===== config.mk =====
export PLATFORM = sky130hd
export DESIGN_NAME = alu_nibble_sequencer
export DESIGN_NICKNAME = d
export VERILOG_FILES = /design/src/rtl/alu_seq_pkg.sv /design/src/rtl/alu_nibble_sequencer.sv
export SDC_FILE = /design/constraint.sdc
export NUM_CORES = 1
export LEC_CHECK = 0
export BUFFER_PORTS_ARGS = -buffer_cell sky130_fd_sc_hd__buf_2
export CAP_MARGIN = 0
export CORE_MARGIN = 8
export CORE_UTILIZATION = 54
export CTS_CLUSTER_SIZE = 30
export DETAILED_ROUTE_END_ITERATION = 12
export GPL_TIMING_DRIVEN = 1
export PLACE_DENSITY_LB_ADDON = 0.3
export SETUP_SLACK_MARGIN = 0.3
export SLEW_MARGIN = 20
export SYNTH_ARGS = -nofsm -noshare
export SYNTH_HDL_FRONTEND = slang
export SYNTH_SLANG_ARGS = --single-unit
export TNS_END_PERCENT = 20

===== constraint.sdc =====
create_clock -name clk -period 1.7 [get_ports clk]
set_input_delay 0.085 -clock clk [delete_from_list [all_inputs] [get_ports clk]]
set_output_delay 0.085 -clock clk [all_outputs]
set_load 0.02 [all_outputs]

===== src/rtl/alu_seq_pkg.sv =====
// Shared definitions for the nibble-serial ALU sequencer: function codes, FSM states, default width.
// The RUN2 state only exists when ALU_SEQ_EAC_EN is defined.
package alu_seq_pkg;

    localparam int NIBBLES_DEFAULT = 4;

    localparam logic [2:0] FN_ADD   = 3'd0;
    localparam logic [2:0] FN_AND   = 3'd1;
    localparam logic [2:0] FN_OR    = 3'd2;
    localparam logic [2:0] FN_XOR   = 3'd3;
    localparam logic [2:0] FN_PASSA = 3'd4;
    localparam logic [2:0] FN_PASSB = 3'd5;
    localparam logic [2:0] FN_SHR   = 3'd6;
    localparam logic [2:0] FN_SHL   = 3'd7;

    typedef enum logic [1:0] {
        IDLE = 2'd0,
        RUN  = 2'd1,
        DONE = 2'd2
`ifdef ALU_SEQ_EAC_EN
        , RUN2 = 2'd3
`endif
    } state_t;

endpackage


===== src/rtl/alu_nibble_sequencer.sv =====
// Drives an external 4-bit ALU slice one nibble per clock to build a 4*NIBBLES-bit result and flags.
// Define ALU_SEQ_EAC_EN to add an end-around-carry second pass for ADD.
module alu_nibble_sequencer
    import alu_seq_pkg::*;
#(
    parameter int NIBBLES = NIBBLES_DEFAULT
) (
    input  logic                   clk,
    input  logic                   rst_n,
    input  logic                   start,
    input  logic [2:0]             func,
    input  logic                   com,
    input  logic                   cin,
    input  logic [4*NIBBLES-1:0]   op_a,
    input  logic [4*NIBBLES-1:0]   op_b,
    output logic                   busy,
    output logic                   done,
    output logic [4*NIBBLES-1:0]   result,
    output logic                   cout,
    output logic                   zero,
    output logic                   neg_zero,
    output logic                   equal,
    output logic [3:0]             slice_a,
    output logic [3:0]             slice_b,
    output logic [2:0]             slice_f,
    output logic                   slice_com,
    output logic                   slice_ci_right,
    output logic                   slice_ci_left,
    input  logic [3:0]             slice_d,
    input  logic                   slice_co_left,
    input  logic                   slice_co_right,
    input  logic                   slice_zero,
    input  logic                   slice_neg_zero,
    input  logic                   slice_equ
);

    localparam int W  = 4 * NIBBLES;
    localparam int IW = 3;

    state_t          state;
    logic [W-1:0]    a_q;
    logic [W-1:0]    b_q;
    logic [2:0]      func_q;
    logic            com_q;
    logic            cin_q;
    logic [IW-1:0]   idx;
    logic            carry_q;
    logic            zero_acc;
    logic            neg_acc;
    logic            equ_acc;

    logic            running;
    logic            pass2;
    logic            shr_mode;
    logic            last;
    logic [IW-1:0]   pos;
    logic [IW+1:0]   sh;
    logic            chain_in;
    logic            co_sel;
    logic            cout_last;
    logic [W-1:0]    nib_mask;

    assign slice_f   = func_q;
    assign slice_com = com_q;

    // SHR walks from the MSB nibble down so the shift-in ripples rightwards.
    always_comb begin
        running   = (state == RUN);
        pass2     = 1'b0;
`ifdef ALU_SEQ_EAC_EN
        running   = (state == RUN) || (state == RUN2);
        pass2     = (state == RUN2);
`endif
        shr_mode  = (func_q == FN_SHR);
        last      = (idx == IW'(NIBBLES - 1));
        pos       = shr_mode ? (IW'(NIBBLES - 1) - idx) : idx;
        sh        = {pos, 2'b00};
        nib_mask  = W'(4'hF) << sh;
        chain_in  = (idx == '0) ? (pass2 | cin_q) : carry_q;
        co_sel    = shr_mode ? slice_co_right : slice_co_left;
        cout_last = 1'b0;
        case (func_q)
            FN_ADD, FN_SHL: cout_last = slice_co_left;
            FN_SHR:         cout_last = slice_co_right;
            default:        cout_last = 1'b0;
        endcase

        slice_a        = 4'h0;
        slice_b        = 4'h0;
        slice_ci_right = 1'b0;
        slice_ci_left  = 1'b0;
        if (running) begin
            slice_a = 4'(a_q >> sh);
            slice_b = 4'(b_q >> sh);
            if (shr_mode) begin
                slice_ci_left = chain_in;
            end else begin
                slice_ci_right = chain_in;
            end
        end
    end

    // done is registered from the DONE state, so it appears one cycle after the last nibble settles.
    always_ff @(posedge clk or negedge rst_n) begin
        if (!rst_n) begin
            state    <= IDLE;
            a_q      <= '0;
            b_q      <= '0;
            func_q   <= 3'd0;
            com_q    <= 1'b0;
            cin_q    <= 1'b0;
            idx      <= '0;
            carry_q  <= 1'b0;
            zero_acc <= 1'b0;
            neg_acc  <= 1'b0;
            equ_acc  <= 1'b0;
            busy     <= 1'b0;
            done     <= 1'b0;
            result   <= '0;
            cout     <= 1'b0;
            zero     <= 1'b0;
            neg_zero <= 1'b0;
            equal    <= 1'b0;
        end else begin
            done <= (state == DONE);
            case (state)
                IDLE, DONE: begin
                    if (start) begin
                        a_q      <= op_a;
                        b_q      <= op_b;
                        func_q   <= func;
                        com_q    <= com;
                        cin_q    <= cin;
                        idx      <= '0;
                        zero_acc <= 1'b1;
                        neg_acc  <= 1'b1;
                        equ_acc  <= 1'b1;
                        busy     <= 1'b1;
                        state    <= RUN;
                    end else begin
                        busy  <= 1'b0;
                        state <= IDLE;
                    end
                end
                default: begin
                    result   <= (result & ~nib_mask) | (W'(slice_d) << sh);
                    zero_acc <= zero_acc & slice_zero;
                    neg_acc  <= neg_acc & slice_neg_zero;
                    equ_acc  <= equ_acc & slice_equ;
                    carry_q  <= co_sel;
                    idx      <= idx + IW'(1);
                    if (last) begin
                        idx <= '0;
`ifdef ALU_SEQ_EAC_EN
                        if (!pass2 && (func_q == FN_ADD) && slice_co_left) begin
                            cout     <= 1'b1;
                            zero_acc <= 1'b1;
                            neg_acc  <= 1'b1;
                            equ_acc  <= 1'b1;
                            state    <= RUN2;
                        end else
`endif
                        begin
                            zero     <= zero_acc & slice_zero;
                            neg_zero <= neg_acc & slice_neg_zero;
                            equal    <= equ_acc & slice_equ;
                            // A second pass keeps the first-pass carry already in cout.
                            if (!pass2) begin
                                cout <= cout_last;
                            end
                            busy  <= 1'b0;
                            state <= DONE;
                        end
                    end
                end
            endcase
        end
    end

endmodule


== Word level (Yosys, flattened, before mapping) ==
Cells that the tools add are included.

* Register bits after elaboration: 68
* Bits in latches: 0
* Memory bits (writable): 0
* Bits in read-only memories: 0
* Input port bits: 49
* Output and inout port bits: 36
* Logic and storage cells: 68
* Memories: 0

* Add/subtract/negate cells: 2
* Multiply operators: 0
* Div/mod/pow operators: 0
* Order comparisons: 0
* Equality and inequality tests: 6
* Shifts and indexed selects: 4
* Multiplexer cells: 23
* Bitwise gates (word level): 7
* Reduce and logical (&&, ||, !) cells: 8

{| class="wikitable"
|+ Operators by type and width
! kind !! count
|-
| >> shifter 16 x 5 -> 4 bit || 2
|-
| bitwise AND 16 bit || 1
|-
| inverter 16 bit || 1
|-
| bitwise OR 16 bit || 1
|-
| left shift 4 x 5 -> 16 bit || 1
|-
| left shift 4 x 5 -> 16 bit, first input constant || 1
|-
| two-way mux 1 bit || 14
|-
| two-way mux 3 bit || 4
|-
| two-way mux 4 bit || 2
|-
| equality test 3 bit, second input constant || 2
|-
| logical NOT 3 bit || 2
|-
| two-way mux 2 bit || 2
|-
| AND reduction 2 bit || 2
|-
| OR reduction 2 bit || 2
|-
| adder 3 x 1 -> 3 bit, second input constant || 1
|-
| bitwise AND 1 bit || 3
|-
| equality test 3 x 2 -> 1 bit, second input constant || 1
|-
| subtractor 2 x 3 -> 3 bit, first input constant || 1
|-
| equality test 2 x 1 -> 1 bit, second input constant || 1
|-
| equality test 2 bit, second input constant || 1
|-
| logical NOT 2 bit || 1
|-
| != test 2 bit, second input constant || 1
|-
| case mux 1 bit (2 select lines) || 1
|-
| nonzero test 2 bit || 1
|-
| inverter 1 bit || 1
|}

== Depth between registers and ports, before layout ==
Gate-level depths: netlist of run 1.

* Depth after elaboration: 6
* Depth in mapped cells: 7
* Depth with buffers taken out: 5

== Least setup slack after synthesis of run 1 ==
No wires, ideal clock.

* Path kind: flip-flop to output port
* Start: reg idx[1]
* End: out slice_ci_left
* Arrival time: 1653 ps
* Data required time: 1615 ps
* Setup slack: -38 ps
* Cell stages (with the launch flop): 8
* Buffers on the path: 2
* Path through: dfrtp_1 > inv_2 > buf_2 > buf_2 > ha_1 > nand2b_1 > mux2i_1 > nor3_1

* Word-level cells in the longest chain between the ends: 4

{| class="wikitable"
|+ RTL lines
! item !! RTL line !! RTL
|-
| start, declared || alu_nibble_sequencer.sv:46 || <nowiki>logic [IW-1:0] idx;</nowiki>
|-
| start signal, assigned || alu_nibble_sequencer.sv:151 || <nowiki>idx <= idx + IW'(1);</nowiki>
|-
| logical NOT 3 bit || alu_nibble_sequencer.sv:79 || <nowiki>chain_in = (idx == '0) ? (pass2 | cin_q) : carry_q;</nowiki>
|-
| two-way mux 1 bit || alu_nibble_sequencer.sv:79 ||
|-
| two-way mux 1 bit || alu_nibble_sequencer.sv:95 || <nowiki>if (shr_mode) begin</nowiki>
|-
| two-way mux 1 bit || alu_nibble_sequencer.sv:92 || <nowiki>if (running) begin</nowiki>
|-
| end, declared || alu_nibble_sequencer.sv:28 || <nowiki>output logic slice_ci_left,</nowiki>
|}

No other way between the ends.

== Worst setup path in the final report of run 1 ==
* Start: reg func_q[0] (netlist: slice_f[0])
* End: out slice_b[1]

* Word-level cells in the longest chain between the ends: 4

{| class="wikitable"
|+ RTL lines
! item !! RTL line !! RTL
|-
| start, declared || alu_nibble_sequencer.sv:43 || <nowiki>logic [2:0] func_q;</nowiki>
|-
| start signal, assigned || alu_nibble_sequencer.sv:131 || <nowiki>func_q <= func;</nowiki>
|-
| equality test 3 bit || alu_nibble_sequencer.sv:74 || <nowiki>shr_mode = (func_q == FN_SHR);</nowiki>
|-
| two-way mux 3 bit || alu_nibble_sequencer.sv:76 || <nowiki>pos = shr_mode ? (IW'(NIBBLES - 1) - idx) : idx;</nowiki>
|-
| >> shifter 16 x 5 -> 4 bit || alu_nibble_sequencer.sv:94 || <nowiki>slice_b = 4'(b_q >> sh);</nowiki>
|-
| two-way mux 4 bit || alu_nibble_sequencer.sv:92 ||
|-
| end, declared || alu_nibble_sequencer.sv:24 || <nowiki>output logic [3:0] slice_b,</nowiki>
|}

No other way between the ends.

==> out/qor.txt, run 1 <==
clock latency on the worst-skew pair: 0.36 ns
Max Cap Viol: 0
Worst-Margin Slew: 0.613 ns
Die H: 98.0 um
Clock Pin Slew Worst Setup and Hold Paths: 0.07 ns
critical path class: flip-flop to output port
clock skew: 0.0129 ns
fin cells: 536
synth unique cells: 35
FP Rows: 30
FFs w/ async S/R, synth: 100%
ANT cells: 0
Final Hold Fails: 0
GP Congestion: 0.774
TritonCTS Buffers: 9
Placeable Area: 6640 um2
Avg WL per Cell: 22.9 um
vias in the first global route: 3,517
ys flop type: dfrtp_1
Root Driver: clkbuf_8
Die Area: 9610 um2
Initial DRT Pass Iterations: 5
grt ovf: 0
type of the worst min-delay path: input pin to flip-flop
IO buf count: 84
share of the synthesized area in the top cell type: 46.2%
global router's overall resource usage: 25.3%
Via density: 6.18
initial antenna violation count: 0
via count: 3,313
pin count of the biggest net entering global routing: 38
final worst slack: -0.302 ns
largest driver fanout on the critical path: 9
Iteration-0 DRC Markers: 163
cell with the largest stage delay on the worst path: dfrtp_2
Final setup viols: 17
Max H-tree Level: 3
Worst setup EP type: output port
Worst EP arrival: 1.92 ns
drt drc: 0
crit-path cells: and3b_2 -> buf_12 -> mux4_2 -> a22o_4 -> buf_6
Syn-to-layout area delta: 49.7%
post-route cell area: 5440 um2
RSZ-0062 raised after global routing: true
count leader, synth: dfrtp_1
status: finished with violations
Yosys reg bits: 67
drt total wl: 12,300 um
# nets final: 502
Initial Util: 54.7%
antenna viol nets, final: 0
Net Count, Synth: 362
final worst-path cycle share: 118%
Worst Setup Start Kind: flip-flop
Placed Instance Area: 4270 um2
cell taking the most area after synthesis: dfrtp_1
CTS tree: yes
# IOs: 85
clk sinks: 67
Cell Pwr Density: 2160 nW/um2
Worst path max stage delay: 0.43 ns
relative slew slack: 59.1%
peak supply drop: 1230 uV
die width: 98.0 um
cells after synthesis: 311
Leakage: 2.41 nW
Crit path required time: 1.62 ns
top cells by area, synth: dfrtp_1 46%, mux2_2 12%, mux4_2 6.8%
min Tclk post-route: 2.00 ns
area of the mapped netlist: 3630 um2
sequential share of the synthesized area: 46.2%
EDFF count, synth: 0
first-pass GRT wire length: 18,900 um
YS warnings: 0
fraction of layout cells with a size suffix above 1: 49.6%
DP HPWL: 6170 um
Final Max Tran Viols: 0
synth cell count leaders: 67 x dfrtp_1, 39 x mux2_2, 30 x o21ai_0, 29 x nor2_1, 20 x nor4_1
fmax: 500 MHz
CTS max path bufs: 2
Cells after DPL: 466
syn_area_per_cell: 11.7 um2
failing checks: negative setup slack
## stage by stage
step	setup WS (ns)	hold WS, ns	utilization [%]	TNS, ns	power [mW]
finish	-0.302	0.0389	81.8	-3.02	11.7
global route	-0.335	0.0453	81.8	-3.80	12.3
CTS	-0.278	0.00367	80.2	-2.39	11.1
detailed placement	-0.0213	0.121	64.3	-0.0384	8.51
global placement	0.0132	0.115	64.3	0	8.30
floorplan	0.134	-0.211	-	0	7.04
## state kept, by name, indices dropped and copies added, names as in the netlist
| name | count |
|---|---|
| a_q | 16 |
| b_q | 16 |
| carry_q | 1 |
| cin_q | 1 |
| cout | 1 |
| done | 1 |
| equ_acc | 1 |
| equal | 1 |
| idx | 3 |
| neg_acc | 1 |
| neg_zero | 1 |
| result | 16 |
| slice_com | 1 |
| slice_f | 3 |
| state | 2 |
| zero | 1 |
| zero_acc | 1 |
## worst paths after layout
kind | start | endpoint | slack (ns) | cells after the start
setup / recovery | slice_f[0] | slice_b[1] | -0.30 | 5
hold / removal | slice_co_left | carry_q | 0.04 | 3
setup reg to reg | slice_f[2] | result[14] | -0.11 | 8
hold reg to reg | zero | zero | 0.48 | 2
max in group asynchronous | rst_n | idx[2] | 0.85 | 3
min in group asynchronous | rst_n | neg_zero | 0.27 | 2
## routing by layer
layer  GRT usage, %  part of all wire, %
met5              0                    0
met2           44.3                   53
met4           14.0                  3.8
met1           27.5                   36
met3           5.83                  6.7
## timing repair
| item | 4_1_cts | 5_1_grt |
|---|---|---|
| endpoints found under the setup margin | 68 | 72 |
| hold endpoints to repair | 65 | 0 |
| gates cloned | 3 | 0 |
| buffers inserted | 7 | 2 |
| hold buffers | 42 | 0 |
| pin swaps | 17 | 8 |
| gates resized for setup | 90 | 27 |
## cell type report
| type | count | area, um2 |
|---|---|---|
| fillers | 365 | 1210 |
| flip-flops and latches | 67 | 1680 |
| clock buffers | 14 | 153 |
| clock inverters | 2 | 35.0 |
| well taps | 80 | 100 |
| multi-input cells | 213 | 2150 |
| repair inverters | 1 | 11.3 |
| repair buffers | 157 | 1280 |
| inverters | 2 | 23.8 |
## cells by family after synthesis
kind of cell    share of synthesized area [%]
simple gates                             12.6
mux                                      22.8
compound gates                           12.3
buf+inv                                  5.48
flops                                    46.2
fa+ha+maj                               0.689
## cells in the final DEF, fill, tap and decap left out, types with 7 or more instances in the layout
cell type	instances
clkbuf_8	10
nor4_4	7
nor4_1	12
o211a_1	8
o21ai_0	21
mux2_4	37
nand2_1	18
o21ai_1	8
mux4_2	14
dlygate4sd3_1	42
buf_6	10
nor2_1	26
dfrtp_1	61
buf_2	76
buf_4	18
buf_12	9
## critical path: cells and delay by family, from the launching register on
family,cells,cell delay (ns)
multiplexers,1,0.32
AO/OA/AOI/OAI,1,0.26
buffers and inverters,2,0.28
AND/OR/NAND/NOR,1,0.28
flip-flops,1,0.43
## power breakdown
group	leakage [nW]	internal [mW]	total [mW]	switching [mW]
clock	0.0947	0.719	1.34	0.618
sequential	0.799	2.43	3.23	0.803
combinational	1.52	3.65	7.16	3.51
total	2.41	6.80	11.7	4.93
(Power assumes the default switching activity.)
==> run 2, diff against run 1 <==
==> constraint.sdc (replaced) <==
create_clock -name clk -period 2.1 [get_ports clk]
set_input_delay 0.105 -clock clk [delete_from_list [all_inputs] [get_ports clk]]
set_output_delay 0.105 -clock clk [all_outputs]
set_load 0.02 [all_outputs]
==> run 2 against run 1 <==
The flow finishes with violations (negative hold slack). Clock power fell by 9%. Sequential power fell by 21%. Final cell count fell by 1.7%. Worst hold slack got worse by 0.039 ns. Cell area fell by 9.7%. First-iteration DRC count rose by 74%. Critical path type unchanged. Critical endpoint is now slice_a[3].
==> out/qor.txt, run 2 (synthesized netlist as in run 1, its figures left out) <==
status: finished with violations
failing checks: negative hold slack
Worst Setup Start Kind: flip-flop
relative slew slack: 68.3%
DP HPWL: 5780 um
Max Cap Viol: 0
final worst-path cycle share: 96.0%
Die H: 98.0 um
Hold Slack: -0.000311 ns
Initial Util: 54.7%
vias in the first global route: 3,249
Initial DRT Pass Iterations: 5
Final Max Tran Viols: 0
Leakage: 2.19 nW
ANT cells: 0
Worst EP arrival: 1.91 ns
clk sinks: 67
CTS tree: yes
drt drc: 0
Final Hold Fails: 1
# nets final: 493
Worst Hold Depth: 2
Die Area: 9610 um2
# IOs: 85
GP Congestion: 0.794
Sw Ratio: 40.4%
type of the worst min-delay path: input pin to flip-flop
Top Registers: a_q: 16 flops, b_q: 16 flops, result: 16 flops
Net Sw Power: 3.37 mW
CTS max path bufs: 2
TNS Setup: 0 ns
fmax: 496 MHz
part of the power in registers: 30.4%
most common cell after layout, fill and taps aside: buf_2
P_int: 4.97 mW
Clock Pin Slew Worst Setup and Hold Paths: 0.08 ns
Iteration-0 DRC Markers: 284
Final setup viols: 0
Via density: 5.92
fraction of layout cells with a size suffix above 1: 43.6%
initial antenna violation count: 0
Root Driver: clkbuf_8
min Tclk post-route: 2.02 ns
Comb power frac: 55.0%
peak supply drop: 800 uV
IO buf count: 84
grt ovf: 0
Fill cells: 450
TritonCTS Buffers: 9
most frequent cells in the layout: 79 x buf_2, 63 x dfrtp_1, 39 x mux2_2, 39 x dlygate4sd3_1, 30 x o21ai_0
Placeable Area: 6640 um2
antenna viol nets, final: 0
Max H-tree Level: 3
global router's overall resource usage: 21.3%
Syn-to-layout area delta: 35.1%
Cell Pwr Density: 1700 nW/um2
Avg WL per Cell: 18.9 um
pin count of the biggest net entering global routing: 68
die width: 98.0 um
FP Rows: 30
Util after Layout: 73.9%
clock skew: 0.0117 ns
clock latency on the worst-skew pair: 0.36 ns
drt total wl: 9960 um
via count: 3,120
Crit path required time: 2.00 ns
Clk pwr share: 14.6%
largest driver fanout on the critical path: 9
first-pass GRT wire length: 16,400 um
Worst R2R Path Depth: 6
Worst-Margin Slew: 0.474 ns
RSZ-0062 raised after global routing: true
critical path class: flip-flop to output port
Worst setup EP type: output port
-- run 2: final timing paths --
path / to / slack (ns) / startpoint
worst min-delay path: a_q[7] / -0.0003 / op_a[7]
min in group asynchronous: zero / 0.26 / rst_n
worst min register to register: equal / 0.48 / equal
worst max register to register: result[2] / 0.36 / slice_f[1]
max in group asynchronous: idx[0] / 1.48 / rst_n
worst max-delay path: slice_a[3] / 0.08 / idx[0]
-- run 2: routing by layer --
metal  GRT usage (%)  routed length [um]
met5               0                   0
met4            8.03                 206
met3            6.26                 697
met2            36.8                5250
met1            24.2                3810
-- run 2: power by group through the flow --
stage | logic (mW) | clock network, mW | registers (mW)
after floorplan | 2.84 | 0 | 2.66
after global routing | 4.93 | 1.28 | 2.63
after CTS | 4.47 | 1.23 | 2.51
final | 4.59 | 1.22 | 2.54
after global placement | 3.94 | 0 | 2.46
after detailed placement | 4.02 | 0 | 2.51
-- run 2: worst max-delay path, cell delays in order (launching register included) --
cell and delay (ns):
dfrtp_2 0.48, inv_8 0.13, mux4_1 0.58, a22o_1 0.21, buf_4 0.16
-- run 2: metrics by stage --
step | setup slack (ns) | total power [mW] | hold WS (ns) | std cells | cell area [um2]
CTS | 0.0754 | 8.21 | 0.000194 | 524 | 4870
detailed placement | 0.275 | 6.54 | 0.155 | 458 | 4100
global placement | 0.317 | 6.40 | 0.154 | 458 | 4100
finish | 0.0838 | 8.34 | -0.000311 | 527 | 4910
global route | 0.0291 | 8.85 | 0.00881 | 527 | 4910
floorplan | 0.342 | 5.50 | -0.191 | 311 | 3630
-- run 2: what timing repair did --
item / CTS / global route
endpoints found under the setup margin: 10 / 18
setup buffers: 9 / 3
pin swaps: 3 / 3
cloned: 2 / 0
hold buffers: 39 / 0
gates resized for setup: 15 / 8
endpoints found under the hold margin: 105 / 0
-- run 2: layout make-up --
| type | instances | area (um2) | share of cell area [%] |
|---|---|---|---|
| repair buffers | 149 | 1130 | 23.0 |
| multi-input cells | 213 | 1760 | 35.8 |
| flip-flops and latches | 67 | 1680 | 34.3 |
| well taps | 80 | 100 | 2.04 |
| clock inverters | 7 | 100 | 2.04 |
| inverters | 2 | 15.0 | 0.306 |
| clock buffers | 9 | 124 | 2.52 |
